===== config.mk =====
export PLATFORM = sky130hd
export DESIGN_NAME = mult_booth_ctrl
export DESIGN_NICKNAME = d
export VERILOG_FILES = /design/src/rtl/mult_booth_ctrl.sv
export SDC_FILE = /design/constraint.sdc
export NUM_CORES = 1
export LEC_CHECK = 0
export CAP_MARGIN = 20
export CORE_UTILIZATION = 45
export DETAILED_ROUTE_END_ITERATION = 12
export PLACE_DENSITY = 0.88
export SETUP_SLACK_MARGIN = 0.3
export SLEW_MARGIN = 20
export SYNTH_ARGS = -nofsm -noshare
export SYNTH_HDL_FRONTEND = slang
export SYNTH_SLANG_ARGS = --single-unit

===== constraint.sdc =====
create_clock -name clock -period 12.82 [get_ports clock]
set_clock_uncertainty 0.05 [all_clocks]
set_input_delay 2.564 -clock clock [delete_from_list [all_inputs] [get_ports clock]]
set_output_delay 2.564 -clock clock [all_outputs]
set_load 0.02 [all_outputs]

===== src/rtl/mult_booth_ctrl.sv =====
// Sequential radix-2 Booth multiplier controller that borrows the shared 32-bit adder.
// Optional MULT_ZERO_BYPASS_EN: a zero operand skips the iterations and finishes in one cycle.
module mult_booth_ctrl #(
   parameter int WIDTH = 32,
   parameter int CNT_W = 6
) (
   input  logic             clock,
   input  logic             reset,
   input  logic             ctrl_MULT,
   input  logic [WIDTH-1:0] data_operandA,
   input  logic [WIDTH-1:0] data_operandB,
   output logic [WIDTH-1:0] adder_a,
   output logic [WIDTH-1:0] adder_b,
   output logic             adder_cin,
   input  logic [WIDTH-1:0] adder_sum,
   output logic [WIDTH-1:0] data_result,
   output logic             data_exception,
   output logic             data_resultRDY,
   output logic             busy
);
   localparam int MSB = WIDTH - 1;

   typedef enum logic [1:0] {S_IDLE, S_RUN, S_DONE} state_t;

   state_t           state_q, state_d;
   logic [WIDTH-1:0] m_q, m_d, acc_q, acc_d, q_q, q_d, res_q, res_d;
   logic             q1_q, q1_d, exc_q, exc_d, ovf;
   logic [CNT_W-1:0] cnt_q, cnt_d;

   always_ff @(posedge clock or posedge reset) begin
      if (reset) begin
         state_q <= S_IDLE;
         m_q     <= '0;
         acc_q   <= '0;
         q_q     <= '0;
         q1_q    <= 1'b0;
         cnt_q   <= '0;
         res_q   <= '0;
         exc_q   <= 1'b0;
      end else begin
         state_q <= state_d;
         m_q     <= m_d;
         acc_q   <= acc_d;
         q_q     <= q_d;
         q1_q    <= q1_d;
         cnt_q   <= cnt_d;
         res_q   <= res_d;
         exc_q   <= exc_d;
      end
   end

   always_comb begin
      state_d        = state_q;
      m_d            = m_q;
      acc_d          = acc_q;
      q_d            = q_q;
      q1_d           = q1_q;
      cnt_d          = cnt_q;
      res_d          = res_q;
      exc_d          = exc_q;
      adder_a        = '0;
      adder_b        = '0;
      adder_cin      = 1'b0;
      ovf            = 1'b0;
      busy           = 1'b0;
      data_resultRDY = (state_q == S_DONE);
      case (state_q)
         S_RUN: begin
            busy    = 1'b1;
            adder_a = acc_q;
            case ({q_q[0], q1_q})
               2'b01:   adder_b = m_q;
               2'b10: begin
                  adder_b   = ~m_q;
                  adder_cin = 1'b1;
               end
               default: adder_b = '0;
            endcase
            // ACC is really WIDTH+1 bits wide; a signed overflow of the add flips the true sign.
            ovf = (adder_a[MSB] == adder_b[MSB]) & (adder_sum[MSB] != adder_a[MSB]);
            {acc_d, q_d, q1_d} = {adder_sum[MSB] ^ ovf, adder_sum, q_q};
            cnt_d = cnt_q + 1'b1;
            if (cnt_q == CNT_W'(WIDTH - 1)) begin
               state_d = S_DONE;
               res_d   = q_d;
               exc_d   = ~(acc_d == {WIDTH{q_d[MSB]}});
            end
         end
         default: begin
            state_d = S_IDLE;
            if (ctrl_MULT) begin
               m_d     = data_operandA;
               acc_d   = '0;
               q_d     = data_operandB;
               q1_d    = 1'b0;
               cnt_d   = '0;
               state_d = S_RUN;
`ifdef MULT_ZERO_BYPASS_EN
               if (data_operandA == '0 || data_operandB == '0) begin
                  state_d = S_DONE;
                  res_d   = '0;
                  exc_d   = 1'b0;
               end
`else
`endif
            end
         end
      endcase
   end

   assign data_result    = res_q;
   assign data_exception = exc_q;
endmodule


==> run summary <==
============================================================================================
Required time of the worst setup path .........................................     10.21 ns
Yosys synthesis warning count .................................................            0
Type of the setup path with the least slack ................................... flip-flop to output port
X dimension of the die ........................................................     122.0 um
Routability congestion estimate from global placement .........................       0.8111
Initial antenna violation count ...............................................            0
Initial core utilization ......................................................       46.31%
Post-Synth XOR/XNOR Area ......................................................      0.1352%
Master cell of the clock root buffer .......................................... sky130_fd_sc_hd__clkbuf_16
Vertical die dimension ........................................................     122.0 um
Post-detailed-placement half-perimeter wirelength .............................     10.05 mm
Number of enable-type register cells in the synthesized netlist ...............            0
Pwr per Cell Area ............................................................. 220.3 nW/um2
Dpl cell area .................................................................     8544 um2
Io pins .......................................................................          199
Net count of the mapped netlist ...............................................          734
Count of buffers inserted at the top-level ports ..............................          198
Number of register bits inferred by synthesis .................................          138
Crit-path max FO ..............................................................          105
FMAX ..........................................................................    165.7 MHz
Minimum clock period after layout .............................................     6.035 ns
Multiplexer share of the synthesized area .....................................       16.07%
Final Net Count ...............................................................          915
Post-route cell area ..........................................................     9084 um2
Area of the mapped netlist ....................................................     6479 um2
Worst Setup End Kind ..........................................................  output port
Aggregate routed wire length ..................................................     15.24 mm
Final-report setup violation count ............................................            0
Fraction of final layout cells sized beyond drive strength 1 ..................       12.45%
Tightest slew margin relative to the limit ....................................       39.67%
Final routed DRC violation total ..............................................            0
Synth-to-layout area growth ...................................................       40.21%
Reg2Reg Setup Slack ...........................................................      9.85 ns
Final-report max-slew violation count .........................................            0
H-tree depth reported by CTS ..................................................            4
Hold Buf Count CTS ............................................................            0
Gr usage total ................................................................       21.34%
CTS tree ......................................................................          yes
Placeable core region .........................................................    13990 um2
Count of nets left with antenna violations after detail routing ...............            0
Basic-gate share of the synthesized area counting and, or, nand and nor cells .       20.59%
Crit path capture .............................................................  adder_a[30]
Sequential-to-total area share from yosys stat ................................       53.30%
Clk pin slew, worst setup/hold paths ..........................................      0.06 ns
Violation count after the first detailed-routing iteration ....................          222
Dominant synthesized flop cell ................................................ sky130_fd_sc_hd__dfrtp_1
Main combinational cell family by area after synthesis ........................ simple AND/OR/NAND/NOR gates
DR pass1 iterations ...........................................................            4
Count of placed standard cells in the final layout, fillers left out ..........         1007
Via count of the first global-routing pass ....................................         4986
Worst reg2reg endpoint ........................................................     cnt_q[2]
Worst Setup Slack, final ......................................................     6.785 ns
Worst skew pair latency .......................................................      0.41 ns
Status ........................................................................ finished, final reports clean
Pre-CTS WS ....................................................................     7.213 ns
Number of placed cells counting well taps .....................................          976
Post-Syn Area per Cell ........................................................    10.22 um2
Fraction of the mapped netlist area in adder cells ............................      0.1931%
Total number of vias ..........................................................         5169
Number of sinks driven by the clock tree ......................................          138
Post-synth ARST share .........................................................       100.0%
Wire length of the first global-routing pass ..................................     24.85 mm
Launch point of the worst path ................................................   state_q[1]
Utilization of the core after routing .........................................       64.94%
Drt via density ...............................................................        5.133
Compound-cell area share of the yosys netlist .................................       6.547%
Hold slack final ..............................................................    0.4498 ns
Overall die area ..............................................................    14880 um2
Count of antenna diodes in the layout .........................................            0
Setup TNS .....................................................................         0 ns
Total global routing overflow .................................................            0
Largest net degree at the start of global routing .............................          106
RSZ-0062 raised after global routing ..........................................           no
Buffer count from post-CTS setup fixing .......................................            0
R2r startpoint ................................................................   state_q[0]
Leakage power summed over all cells ...........................................     4.139 nW
Maxcap violations .............................................................            0
TritonCTS Buffers .............................................................           17
Max clock buf depth ...........................................................            2
Syn Inst Count ................................................................          634
Wirelength per Cell ...........................................................     15.14 um
Distinct cell type count after synthesis ......................................           38
Final hold vios ...............................................................            0
VDD IR-drop max ...............................................................    0.1246 mV
Data arrival, critical path ...................................................      3.42 ns
Tot Pwr .......................................................................     2.001 mW
Worst setup SP type ...........................................................    flip-flop
Standard-cell row count .......................................................           43
Share of the clock period used by the worst path after layout .................       47.08%
Worst reg2reg path depth ......................................................            6
# resized after CTS ...........................................................            0
Worst min-delay path class .................................................... flip-flop to flip-flop
Worst Tran Pin Value ..........................................................    0.9050 ns
============================================================================================
## area by class of cell
class	count	area [um2]
fill	1119	4905
clock buffer	23	467.9
tap	180	225.2
timing repair buffer	205	2029
sequential	138	3453
inverter	2	13.76
multi-input combinational	451	2823
clock inverter	8	71.32
## placed cells by master, fill, tap and decap left out, types with 2 or more instances in the layout
cell	n
sky130_fd_sc_hd__clkdlybuf4s50_1	197
sky130_fd_sc_hd__dfrtp_1	138
sky130_fd_sc_hd__nand2_1	106
sky130_fd_sc_hd__nor2_1	70
sky130_fd_sc_hd__mux2_2	63
sky130_fd_sc_hd__o21ai_0	40
sky130_fd_sc_hd__nand3b_1	33
sky130_fd_sc_hd__and2_1	33
sky130_fd_sc_hd__mux2i_1	32
sky130_fd_sc_hd__a21oi_1	32
sky130_fd_sc_hd__clkbuf_16	17
sky130_fd_sc_hd__buf_4	7
sky130_fd_sc_hd__nand3_1	6
sky130_fd_sc_hd__clkinv_2	6
sky130_fd_sc_hd__or4_1	4
sky130_fd_sc_hd__nand4_1	4
sky130_fd_sc_hd__clkbuf_1	4
sky130_fd_sc_hd__o31ai_1	3
sky130_fd_sc_hd__nor3_1	3
sky130_fd_sc_hd__nor4_1	3
sky130_fd_sc_hd__or3_1	2
sky130_fd_sc_hd__clkbuf_8	2
## cell families (layout without fill, tap and decap cells)
family | after synthesis | in the layout
and+or+nand+nor | 273 | 273
DFF | 138 | 138
muxes | 96 | 96
AOI/OAI and AO/OA | 80 | 80
buffers and inverters | 45 | 238
adders and majority gates | 1 | 1
xor gates and xnor gates | 1 | 1
## per-layer routing
layer  vias to the layer above  GRT usage, %  share of wire (%)
met4                         0         7.099                1.0
met3                        12         5.290                5.8
met5                         -             0                  0
li1                       2516             -                  -
met1                      2496         27.91                 44
met2                       145         34.57                 49
## power breakdown
group          internal (mW)  total, mW  switching (mW)  leakage [nW]
registers              0.598      0.711           0.113          1.71
logic                  0.413      0.839           0.426          2.16
clock network          0.274      0.452           0.177         0.267
## worst max-delay path: stages (launching register included)
cell,delay (ns)
sky130_fd_sc_hd__dfrtp_1,0.37
sky130_fd_sc_hd__nand2b_4,0.52
sky130_fd_sc_hd__clkinv_2,0.46
sky130_fd_sc_hd__buf_4,0.72
sky130_fd_sc_hd__and2_1,0.25
sky130_fd_sc_hd__clkdlybuf4s50_1,0.61
## cell usage after synthesis, types with 4 or more instances
library cell | count | area share [%]
sky130_fd_sc_hd__nand3b_1 | 33 | 3.8
sky130_fd_sc_hd__buf_1 | 6 | 0.35
sky130_fd_sc_hd__and2_1 | 33 | 3.2
sky130_fd_sc_hd__nand4_1 | 4 | 0.39
sky130_fd_sc_hd__dfrtp_1 | 138 | 53
sky130_fd_sc_hd__clkbuf_1 | 28 | 1.6
sky130_fd_sc_hd__nand2_1 | 106 | 6.1
sky130_fd_sc_hd__nor2_1 | 70 | 4.1
sky130_fd_sc_hd__or4_1 | 4 | 0.46
sky130_fd_sc_hd__buf_6 | 4 | 0.70
sky130_fd_sc_hd__o21ai_0 | 40 | 3.1
sky130_fd_sc_hd__nand3_1 | 6 | 0.46
sky130_fd_sc_hd__buf_2 | 5 | 0.39
sky130_fd_sc_hd__mux2_2 | 63 | 11
sky130_fd_sc_hd__a21oi_1 | 32 | 2.5
sky130_fd_sc_hd__mux2i_1 | 32 | 4.9
## state kept, by name (all words and copies together) (netlist names)
name and count:
acc_q 32, cnt_q 6, state_q 2, q_q 32, data_result 32, data_exception 1
m_q 32, q1_q 1
## worst min-delay path by stage
stage	startpoint	end	slack, ns	depth (start not counted)
final	q_q[22]	q_q[21]	0.45	2
after global routing	acc_q[6]	acc_q[6]	0.47	2
after CTS	q_q[22]	q_q[21]	0.46	2
after detailed placement	q_q[29]	q_q[28]	0.44	2
after global placement	q_q[7]	q_q[6]	0.43	2
after floorplan	cnt_q[2]	cnt_q[2]	0.41	1
(Power assumes the default switching activity.)
